**config.mk**
```make
export PLATFORM = sky130hd
export DESIGN_NAME = lift_call_scheduler_flat
export DESIGN_NICKNAME = d
export VERILOG_FILES = /design/src/rtl/lift_call_scheduler_if.sv /design/src/rtl/lift_call_scheduler.sv /design/src/flat_wrapper.sv
export SDC_FILE = /design/constraint.sdc
export NUM_CORES = 1
export LEC_CHECK = 0
export CORE_MARGIN = 1
export CORE_UTILIZATION = 45
export DETAILED_ROUTE_END_ITERATION = 7
export PLACE_DENSITY = 0.69
export SYNTH_ARGS = -nofsm -noshare
export SYNTH_HDL_FRONTEND = slang
export SYNTH_SLANG_ARGS = --single-unit
```
**constraint.sdc**
```tcl
create_clock -name clk -period 2.8 [get_ports clk]
set_input_delay 0.56 -clock clk [delete_from_list [all_inputs] [get_ports clk]]
set_output_delay 0.56 -clock clk [all_outputs]
set_load 0.01 [all_outputs]
```
**src/rtl/lift_call_scheduler_if.sv**
```systemverilog
// Target handshake between the call scheduler (master) and the lift motion FSM (slave).
interface lift_call_scheduler_if #(
  parameter int unsigned FLOOR_W = 3
) ();
  logic               tgt_valid;
  logic [FLOOR_W-1:0] tgt_floor;
  logic               tgt_ready;

  modport master (
    output tgt_valid,
    output tgt_floor,
    input  tgt_ready
  );

  modport slave (
    input  tgt_valid,
    input  tgt_floor,
    output tgt_ready
  );
endinterface

```
**src/rtl/lift_call_scheduler.sv**
```systemverilog
// SCAN-ordered lift call scheduler: latches floor calls, offers one target at a time
// over a valid/ready handshake and supervises each move with a watchdog.
module lift_call_scheduler #(
  parameter int unsigned NUM_FLOORS  = 8,
  parameter int unsigned FLOOR_W     = 3,
  parameter int unsigned TIMEOUT_CYC = 1023
) (
  input  logic                  clk,
  input  logic                  rst,
  input  logic [NUM_FLOORS-1:0] i_call_req,
  input  logic [FLOOR_W-1:0]    i_cur_floor,
  input  logic                  i_car_arrived,
  lift_call_scheduler_if.master tgt_if,
  output logic                  o_dir_up,
  output logic [NUM_FLOORS-1:0] o_pending,
  output logic                  o_busy,
  output logic                  o_fault
);

  localparam int unsigned WDOG_W = $clog2(TIMEOUT_CYC + 1);

  typedef enum logic [2:0] {StIdle, StSelect, StIssue, StMoving, StFault} state_e;

  state_e                r_state, w_state_d;
  logic [NUM_FLOORS-1:0] r_pending, w_clr;
  logic                  r_tgt_valid, w_tgt_valid_d;
  logic [FLOOR_W-1:0]    r_tgt_floor, w_tgt_floor_d;
  logic                  r_dir_up, w_dir_up_d;
  logic [WDOG_W-1:0]     r_wdog, w_wdog_d;
  logic                  w_here, w_found_up, w_found_dn;
  logic [FLOOR_W-1:0]    w_up_floor, w_dn_floor;
  logic                  w_at_target;

  // Arrival clear decode; out-of-range cur_floor matches no bit and is ignored.
  always_comb begin
    w_clr = '0;
    for (int i = 0; i < int'(NUM_FLOORS); i++) begin
      w_clr[i] = i_car_arrived && (i_cur_floor == FLOOR_W'(i));
    end
  end

  // Candidate search on registered pending: call here, nearest above, nearest below.
  always_comb begin
    w_here     = 1'b0;
    w_found_up = 1'b0;
    w_found_dn = 1'b0;
    w_up_floor = '0;
    w_dn_floor = '0;
    // Descending scan so the last hit is the lowest floor above.
    for (int i = int'(NUM_FLOORS) - 1; i >= 0; i--) begin
      if (r_pending[i] && (FLOOR_W'(i) > i_cur_floor)) begin
        w_found_up = 1'b1;
        w_up_floor = FLOOR_W'(i);
      end
    end
    // Ascending scan so the last hit is the highest floor below.
    for (int i = 0; i < int'(NUM_FLOORS); i++) begin
      if (r_pending[i] && (FLOOR_W'(i) < i_cur_floor)) begin
        w_found_dn = 1'b1;
        w_dn_floor = FLOOR_W'(i);
      end
      if (r_pending[i] && (FLOOR_W'(i) == i_cur_floor)) begin
        w_here = 1'b1;
      end
    end
  end

  assign w_at_target = i_car_arrived && (i_cur_floor == r_tgt_floor);

  // Next-state, target selection and watchdog.
  always_comb begin
    w_state_d     = r_state;
    w_tgt_floor_d = r_tgt_floor;
    w_dir_up_d    = r_dir_up;
    w_wdog_d      = r_wdog;
    unique case (r_state)
      StIdle: begin
        if (|r_pending) w_state_d = StSelect;
      end
      StSelect: begin
        w_state_d = StIssue;
        if (w_here) begin
          w_tgt_floor_d = i_cur_floor;
        end else if (r_dir_up) begin
          if (w_found_up) begin
            w_tgt_floor_d = w_up_floor;
          end else if (w_found_dn) begin
            w_dir_up_d    = 1'b0;
            w_tgt_floor_d = w_dn_floor;
          end else begin
            w_state_d = StIdle;
          end
        end else begin
          if (w_found_dn) begin
            w_tgt_floor_d = w_dn_floor;
          end else if (w_found_up) begin
            w_dir_up_d    = 1'b1;
            w_tgt_floor_d = w_up_floor;
          end else begin
            w_state_d = StIdle;
          end
        end
      end
      StIssue: begin
        if (r_tgt_valid && tgt_if.tgt_ready) begin
          w_state_d = StMoving;
          w_wdog_d  = '0;
        end
      end
      StMoving: begin
        w_wdog_d = r_wdog + 1'b1;
        // Arrival at target beats a simultaneous watchdog expiry.
        if (w_at_target) begin
          w_state_d = StIdle;
        end else if (r_wdog == WDOG_W'(TIMEOUT_CYC - 1)) begin
          w_state_d = StFault;
        end
      end
      StFault: begin
        w_state_d = StFault;
      end
      default: begin
        w_state_d = StIdle;
      end
    endcase
    w_tgt_valid_d = (w_state_d == StIssue);
  end

  // State and datapath registers.
  always_ff @(posedge clk or posedge rst) begin
    if (rst) begin
      r_state     <= StIdle;
      r_pending   <= '0;
      r_tgt_valid <= 1'b0;
      r_tgt_floor <= '0;
      r_dir_up    <= 1'b1;
      r_wdog      <= '0;
    end else begin
      r_state     <= w_state_d;
      r_pending   <= (r_pending | i_call_req) & ~w_clr;
      r_tgt_valid <= w_tgt_valid_d;
      r_tgt_floor <= w_tgt_floor_d;
      r_dir_up    <= w_dir_up_d;
      r_wdog      <= w_wdog_d;
    end
  end

  assign tgt_if.tgt_valid = r_tgt_valid;
  assign tgt_if.tgt_floor = r_tgt_floor;
  assign o_dir_up         = r_dir_up;
  assign o_pending        = r_pending;
  assign o_busy           = (r_state == StSelect) || (r_state == StIssue) || (r_state == StMoving);
  assign o_fault          = (r_state == StFault);

endmodule

```
**src/flat_wrapper.sv**
```systemverilog
// flat-port wrapper written by rule: the top's interface ports become plain ports
module lift_call_scheduler_flat 
#(
  parameter int unsigned NUM_FLOORS  = 8,
  parameter int unsigned FLOOR_W     = 3,
  parameter int unsigned TIMEOUT_CYC = 1023
)
  (clk, rst, i_call_req, i_cur_floor, i_car_arrived, o_dir_up, o_pending, o_busy, o_fault, tgt_if_tgt_valid, tgt_if_tgt_floor, tgt_if_tgt_ready);
  lift_call_scheduler_if #(.FLOOR_W(FLOOR_W)) tgt_if_i ();
  input  logic clk;
  input  logic rst;
  input  logic [NUM_FLOORS-1:0] i_call_req;
  input  logic [FLOOR_W-1:0] i_cur_floor;
  input  logic i_car_arrived;
  output logic o_dir_up;
  output logic [NUM_FLOORS-1:0] o_pending;
  output logic o_busy;
  output logic o_fault;
  output wire logic [$bits(tgt_if_i.tgt_valid)-1:0] tgt_if_tgt_valid;
  output wire logic [$bits(tgt_if_i.tgt_floor)-1:0] tgt_if_tgt_floor;
  input wire logic [$bits(tgt_if_i.tgt_ready)-1:0] tgt_if_tgt_ready;
  assign tgt_if_tgt_valid = tgt_if_i.tgt_valid;
  assign tgt_if_tgt_floor = tgt_if_i.tgt_floor;
  assign tgt_if_i.tgt_ready = tgt_if_tgt_ready;
  lift_call_scheduler #(.NUM_FLOORS(NUM_FLOORS), .FLOOR_W(FLOOR_W), .TIMEOUT_CYC(TIMEOUT_CYC)) u_core (.clk(clk), .rst(rst), .i_call_req(i_call_req), .i_cur_floor(i_cur_floor), .i_car_arrived(i_car_arrived), .tgt_if(tgt_if_i), .o_dir_up(o_dir_up), .o_pending(o_pending), .o_busy(o_busy), .o_fault(o_fault));
endmodule
```
==> run metrics, run 1 <==
combinational family with the most area after synthesis=compound AO/OA/AOI/OAI gates; layout cells sized above 1=13.6%; VDD IR max=375 uV; Max Root-Sink Buffers=2; Setup Skew=7.61 ps; post-synthesis instance total=220; CP arrival=2680 ps; Final Non-Filler Cells=305; GRT busiest layer=met1; Synth async-reset ratio=100%; Synth Register Bits=26; compound-cell area share of the yosys netlist=25.2%; root buf cell=clkbuf_8; drt first-iter violations=123; clock transition at the registers of the reported paths=100 ps; Critical Path Start Type=primary input; post-synthesis sequential area ratio=35.3%; Layout fillers=334; Detailed Place HPWL=3330 microns; multi-input logic area=0.00109 sq mm; setup TNS=0 ps; CP Capture Type=flip-flop; Placement Setup Slack=4.01 ps; Critical Path Fanout Max=8; die area=0.00436 sq mm; kind of critical path=primary input to flip-flop; max-slew violations=0; Critical Path, Cell by Cell=clkdlybuf4s50_1, buf_4, nor2_1, a21oi_1, nor2b_1, a41o_4, mux2_1, o31a_1; simple-gate portion of the synthesized area=23.7%; Syn Nets=237; hold_buf cts=0; Slew @ Worst Pin=384 ps; period utilization=89.4%; number of CTS-inserted buffers=3; initial core utilization=48.6%; Finish-stage setup viols=0; post-synthesis mux area share=7.53%; Final Hold Fails=0; design area=0.00233 sq mm; Seq. cell area=652 sq um; clock tree from TritonCTS=built; I/O Buffers=29; status=finished, final reports clean; Yosys warnings=0; die width=66.0 microns; final core occ=61.4%; pin count of the biggest net entering global routing=27; clock sink count=26; Crit path buffers/inverters=2; Hold Worst Slack=487 ps; vias per cell=5.84; Pleak=0.955 nW; top_reg_cell synth=dfrtp_1; Hold Path Class=flip-flop to flip-flop; ANT nets after route=0; routing usage on met2=33.0%; Resized cells post-CTS=0; max cap viols=0; number of I/O pins=30; worst setup margin=297 ps; Post-route DRC=0; Fmax achieved=400 MHz; placed cell areas=0.00226 sq mm; Synth-to-Final Area Change=26.4%; met1 usage=35.1%; placed cell count=301; Via Count=1780; Post-Syn Area=0.00185 sq mm; initial antenna violation count=0; synthesized-area fraction occupied by adder cells=1.36%; core area=0.00380 sq mm; Final nets=275; wire per inst=14.6 microns; worst-skew pair later-pin latency=280 ps; GRT Total Usage=23.1%; met3 usage=3.62%; drt first pass iters=4; vias in the first global route=1584; die extent in y=66.0 microns; Relative slew margins=74.4%; Tmin final=2500 ps; Req. time, crit path=2970 ps; drt total wl=4440 microns; routability congestion estimate from global placement=0.882; PnR Total Power=1.50 mW; diodes inserted=0; grt ovf=0; RSZ-0062 raised after global routing=no; total setup buffers inserted after CTS=0; largest stage delay on the critical path=640 ps; Avg Synthesized Cell Area=8.39 sq um; crit path max-delay cell type=clkdlybuf4s50_1; number of enable flip-flop cells after synthesis=0; FP Rows=22; Power Density=643 mW/mm^2; Yosys cell types=53; CP delay by family, top=buffers and inverters; H-tree Lvls=1; area share of xor/xnor cells in the synthesized design=1.42%; first-pass GRT wire length=7680 microns
## power by group
group | switching [mW] | internal [mW]
clock | 0.125 | 0.192
sequential | 0.120 | 0.469
combinational | 0.286 | 0.307
## state kept, by name, summed over array words and instances (netlist names)
name                     flops
u_core.r_wdog               10
u_core.o_pending             8
u_core.r_state               3
u_core.o_dir_up              1
u_core.tgt_if.tgt_valid      1
u_core.tgt_if.tgt_floor      3
## area by class of cell
cell class / instances / share of cell area [%]
Sequential cell: 26 / 28.0
Tap cell: 48 / 2.58
Clock inverter: 1 / 1.29
Inverter: 6 / 0.966
Timing Repair Buffer: 48 / 18.6
Multi-Input combinational cell: 173 / 46.9
Clock buffer: 3 / 1.77
## cell usage after synthesis, drive strengths merged, types with 3 or more instances
| cell type | instances | area share [%] |
|---|---|---|
| a21o | 4 | 1.6 |
| a21oi | 16 | 4.3 |
| a31oi | 7 | 2.4 |
| and2 | 6 | 2.2 |
| buf | 9 | 2.9 |
| clkbuf | 6 | 1.3 |
| dfrtp | 25 | 34 |
| inv | 5 | 1.0 |
| mux2i | 6 | 3.3 |
| mux4 | 3 | 3.7 |
| nand2 | 26 | 5.6 |
| nand2b | 4 | 1.4 |
| nand3 | 11 | 3.0 |
| nand4 | 3 | 1.0 |
| nor2 | 21 | 4.3 |
| nor2b | 4 | 1.4 |
| o21ai | 20 | 5.4 |
| o31ai | 3 | 1.2 |
| xnor2 | 3 | 1.4 |
## per-layer routing
metal / share of wire, % / routed length [microns]
met3: 6.4 / 283
met2: 43 / 1900
met5: 0 / 0
met4: 1.4 / 61
met1: 50 / 2200
## cells in the final DEF (no fill, tap or decap), types with 3 or more instances in the layout
cell / n
a21o_1: 4
a21oi_1: 16
a31oi_1: 7
and2_1: 5
buf_4: 19
clkbuf_8: 3
clkdlybuf4s50_1: 29
dfrtp_1: 25
inv_1: 5
mux2i_1: 6
mux4_2: 3
nand2_1: 24
nand2b_1: 4
nand3_1: 11
nand4_1: 3
nor2_1: 21
nor2b_1: 4
o21ai_0: 19
o31ai_1: 3
xnor2_1: 3
## worst reg2reg max path: cells and delay by family (launching register included)
| kind | cells | cell delay, ps |
|---|---|---|
| mux | 1 | 320 |
| compound gates | 4 | 800 |
| flops | 1 | 520 |
| simple gates | 1 | 310 |
## kinds of logic (layout without fill, tap and decap cells)
kind of cell / after synthesis / in the layout
muxes: 10 / 10
and+or+nand+nor: 88 / 88
buffers and inverters: 21 / 58
DFF: 26 / 26
xor gates and xnor gates: 3 / 3
AOI/OAI and AO/OA: 70 / 70
adders and majority gates: 2 / 2
## worst paths after layout
kind / from / endpoint / slack (ps) / cells past startpoint
worst max-delay path: i_cur_floor[1] / u_core.tgt_if.tgt_floor[1]$_DFFE_PP0P_ / 300 / 8
worst min-delay path: u_core.r_wdog[6]$_DFFE_PP0P_ / u_core.r_wdog[6]$_DFFE_PP0P_ / 490 / 1
worst max register to register: u_core.o_pending[4]$_DFF_PP0_ / u_core.tgt_if.tgt_floor[1]$_DFFE_PP0P_ / 750 / 6
worst min register to register: u_core.r_wdog[6]$_DFFE_PP0P_ / u_core.r_wdog[6]$_DFFE_PP0P_ / 490 / 1
max in group asynchronous: rst / u_core.o_dir_up$_DFFE_PP1P_ / 1870 / 3
min in group asynchronous: rst / u_core.r_wdog[1]$_DFFE_PP0P_ / 630 / 3
Power figures use the tool's default switching activity.
==> run 2, diff against run 1 <==
SLEW_MARGIN = 25   (was unset)
==> results of run 2 <==
Same layout as run 1: the final DEF is identical, and so are final timing and power.
==> run 3, diff against run 2 <==
GPL_ROUTABILITY_DRIVEN = 0   (was unset)
==> run 3 against run 2 <==
Via count is 2.1% lower. Clock power decreased by 22%. Hold slack worse by 13 ps. Combinational power is essentially flat. Routed wire length increased by 1.6%. Critical path depth unchanged. Flip-flop and latch count did not move. Power down 4.8%. Cell area is 0.70% lower. Cell count unchanged. Maximum frequency rose by 0.83%. Critical path type unchanged. Largest cell class unchanged.
==> run metrics, run 3 (synthesis gave the netlist of run 1 again) <==
status=finished, final reports clean; Synth-to-Final Area Change=25.5%; clock sink count=26 (unchanged); diodes inserted=0 (unchanged); initial antenna violation count=0 (unchanged); Seq. cell area=652 sq um (unchanged); die area=0.00436 sq mm (unchanged); clock transition at the registers of the reported paths=90 ps (about the same); I/O Buffers=29 (unchanged); die width=66.0 microns (unchanged); GRT busiest layer=met1; total setup buffers inserted after CTS=0 (unchanged); Hold Path Class=flip-flop to flip-flop; commonest non-fill, non-tap cell in the layout=clkdlybuf4s50_1; layout cells sized above 1=13.6% (unchanged); Power Density=616 mW/mm^2 (-4.2%); Req. time, crit path=2970 ps (about the same); number of I/O pins=30 (unchanged); root buf cell=clkbuf_8; drt total wl=4520 microns (+1.6%); drt first-iter violations=93 (-24%); H-tree Lvls=1 (unchanged); routing usage on met2=32.1% (-0.89 points); hold_buf cts=0 (unchanged); Final nets=275 (unchanged); wire per inst=14.8 microns (+1.6%); Placement Setup Slack=52.2 ps (+48.2 ps); Fmax achieved=403 MHz (+0.83%); pin count of the biggest net entering global routing=27 (unchanged); Tmin final=2480 ps (-20.6 ps); setup TNS=0 ps (unchanged); met1 usage=34.9% (-0.22 points); CP Capture Type=flip-flop; ANT nets after route=0 (unchanged); drt first pass iters=5 (+1); Setup Skew=2.67 ps (-4.94 ps); Finish-stage setup viols=0 (unchanged); Post-route DRC=0 (unchanged); grt ovf=0 (unchanged); Relative slew margins=72.1% (-2.3 points); kind of critical path=primary input to flip-flop; core area=0.00380 sq mm (unchanged); Via Count=1742 (-2.1%); FP Rows=22 (unchanged); Layout fillers=352 (+5.4%); vias in the first global route=1624 (+2.5%); vias per cell=5.71 (-2.1%); max reg flops=10 (unchanged); die extent in y=66.0 microns (unchanged); Final Hold Fails=0 (unchanged); RSZ-0062 raised after global routing=no; Max Root-Sink Buffers=2 (unchanged); period utilization=88.6% (-0.74 points); clock tree from TritonCTS=built; Critical Path Start Type=primary input; met3 usage=3.28% (-0.34 points); number of CTS-inserted buffers=3 (unchanged); Pleak=0.948 nW (-0.73%); worst-skew pair later-pin latency=270 ps (about the same); GRT Total Usage=22.5% (-0.65 points); Most flops, register=u_core.r_wdog; Slew @ Worst Pin=418 ps (+33.2 ps); max cap viols=0 (unchanged); Resized cells post-CTS=0 (unchanged); Critical Path Fanout Max=8 (unchanged); VDD IR max=420 uV (+12%); initial core utilization=48.6% (unchanged); most frequent cells in the layout=clkdlybuf4s50_1 (29), dfrtp_1 (25), nand2_1 (24), nor2_1 (21); first-pass GRT wire length=7520 microns (-2.1%); worst setup margin=318 ps (+20.6 ps); CP arrival=2650 ps (-30 ps); Detailed Place HPWL=3340 microns (+0.27%); max-slew violations=0 (unchanged); multi-input logic area=0.00109 sq mm (unchanged)
==> run 3: critical path, cell delays in order <==
cell,delay (ps)
clkdlybuf4s50_1,630
buf_4,210
nor2_1,60
a21oi_1,210
nor2b_1,310
a41o_4,260
mux2_1,310
o31a_1,100
==> run 3: area by class of cell <==
| class | instances | share of cell area [%] |
|---|---|---|
| Multi-Input combinational cell | 173 | 47.2 |
| Sequential cell | 26 | 28.1 |
| Timing Repair Buffer | 48 | 18.7 |
| Tap cell | 48 | 2.59 |
| Clock buffer | 4 | 2.38 |
| Inverter | 6 | 0.972 |
==> run 3: worst paths after layout <==
path                            cells after the start                           from  slack [ps]                                endpoint
worst max-delay path                                8                 i_cur_floor[1]         320  u_core.tgt_if.tgt_floor[1]$_DFFE_PP0P_
worst min-delay path                                1   u_core.r_wdog[8]$_DFFE_PP0P_         470            u_core.r_wdog[8]$_DFFE_PP0P_
worst max register to register                      6  u_core.o_pending[5]$_DFF_PP0_         780  u_core.tgt_if.tgt_floor[1]$_DFFE_PP0P_
worst min register to register                      1   u_core.r_wdog[8]$_DFFE_PP0P_         470            u_core.r_wdog[8]$_DFFE_PP0P_
max in group asynchronous                           3                            rst        1860             u_core.o_dir_up$_DFFE_PP1P_
min in group asynchronous                           3                            rst         640           u_core.o_pending[1]$_DFF_PP0_
==> run 3: where the power goes <==
part	switching, mW	internal (mW)	leakage [nW]	total [mW]
clock network	0.120	0.126	0.0288	0.245
logic	0.286	0.307	0.613	0.594
registers	0.118	0.469	0.306	0.587
total	0.524	0.902	0.948	1.43
==> run 3: through the flow <==
step / instance area, sq um / total power [mW] / cells / hold slack [ps] / utilization [%]
after floorplan: 1850 / 0.959 / 220 / 439 / -
after global placement: 2260 / 1.18 / 301 / 458 / 59.5
after detailed placement: 2260 / 1.19 / 301 / 465 / 59.5
after CTS: 2320 / 1.44 / 305 / 480 / 61.0
after global routing: 2320 / 1.54 / 305 / 500 / 61.0
final: 2320 / 1.43 / 305 / 475 / 61.0
==> run 3: per-layer routing <==
metal / share of wire [%] / up-vias
met5: 0 / -
met4: 0.42 / 0
met3: 5.4 / 2
met2: 43 / 42
met1: 51 / 820
li1: - / 878
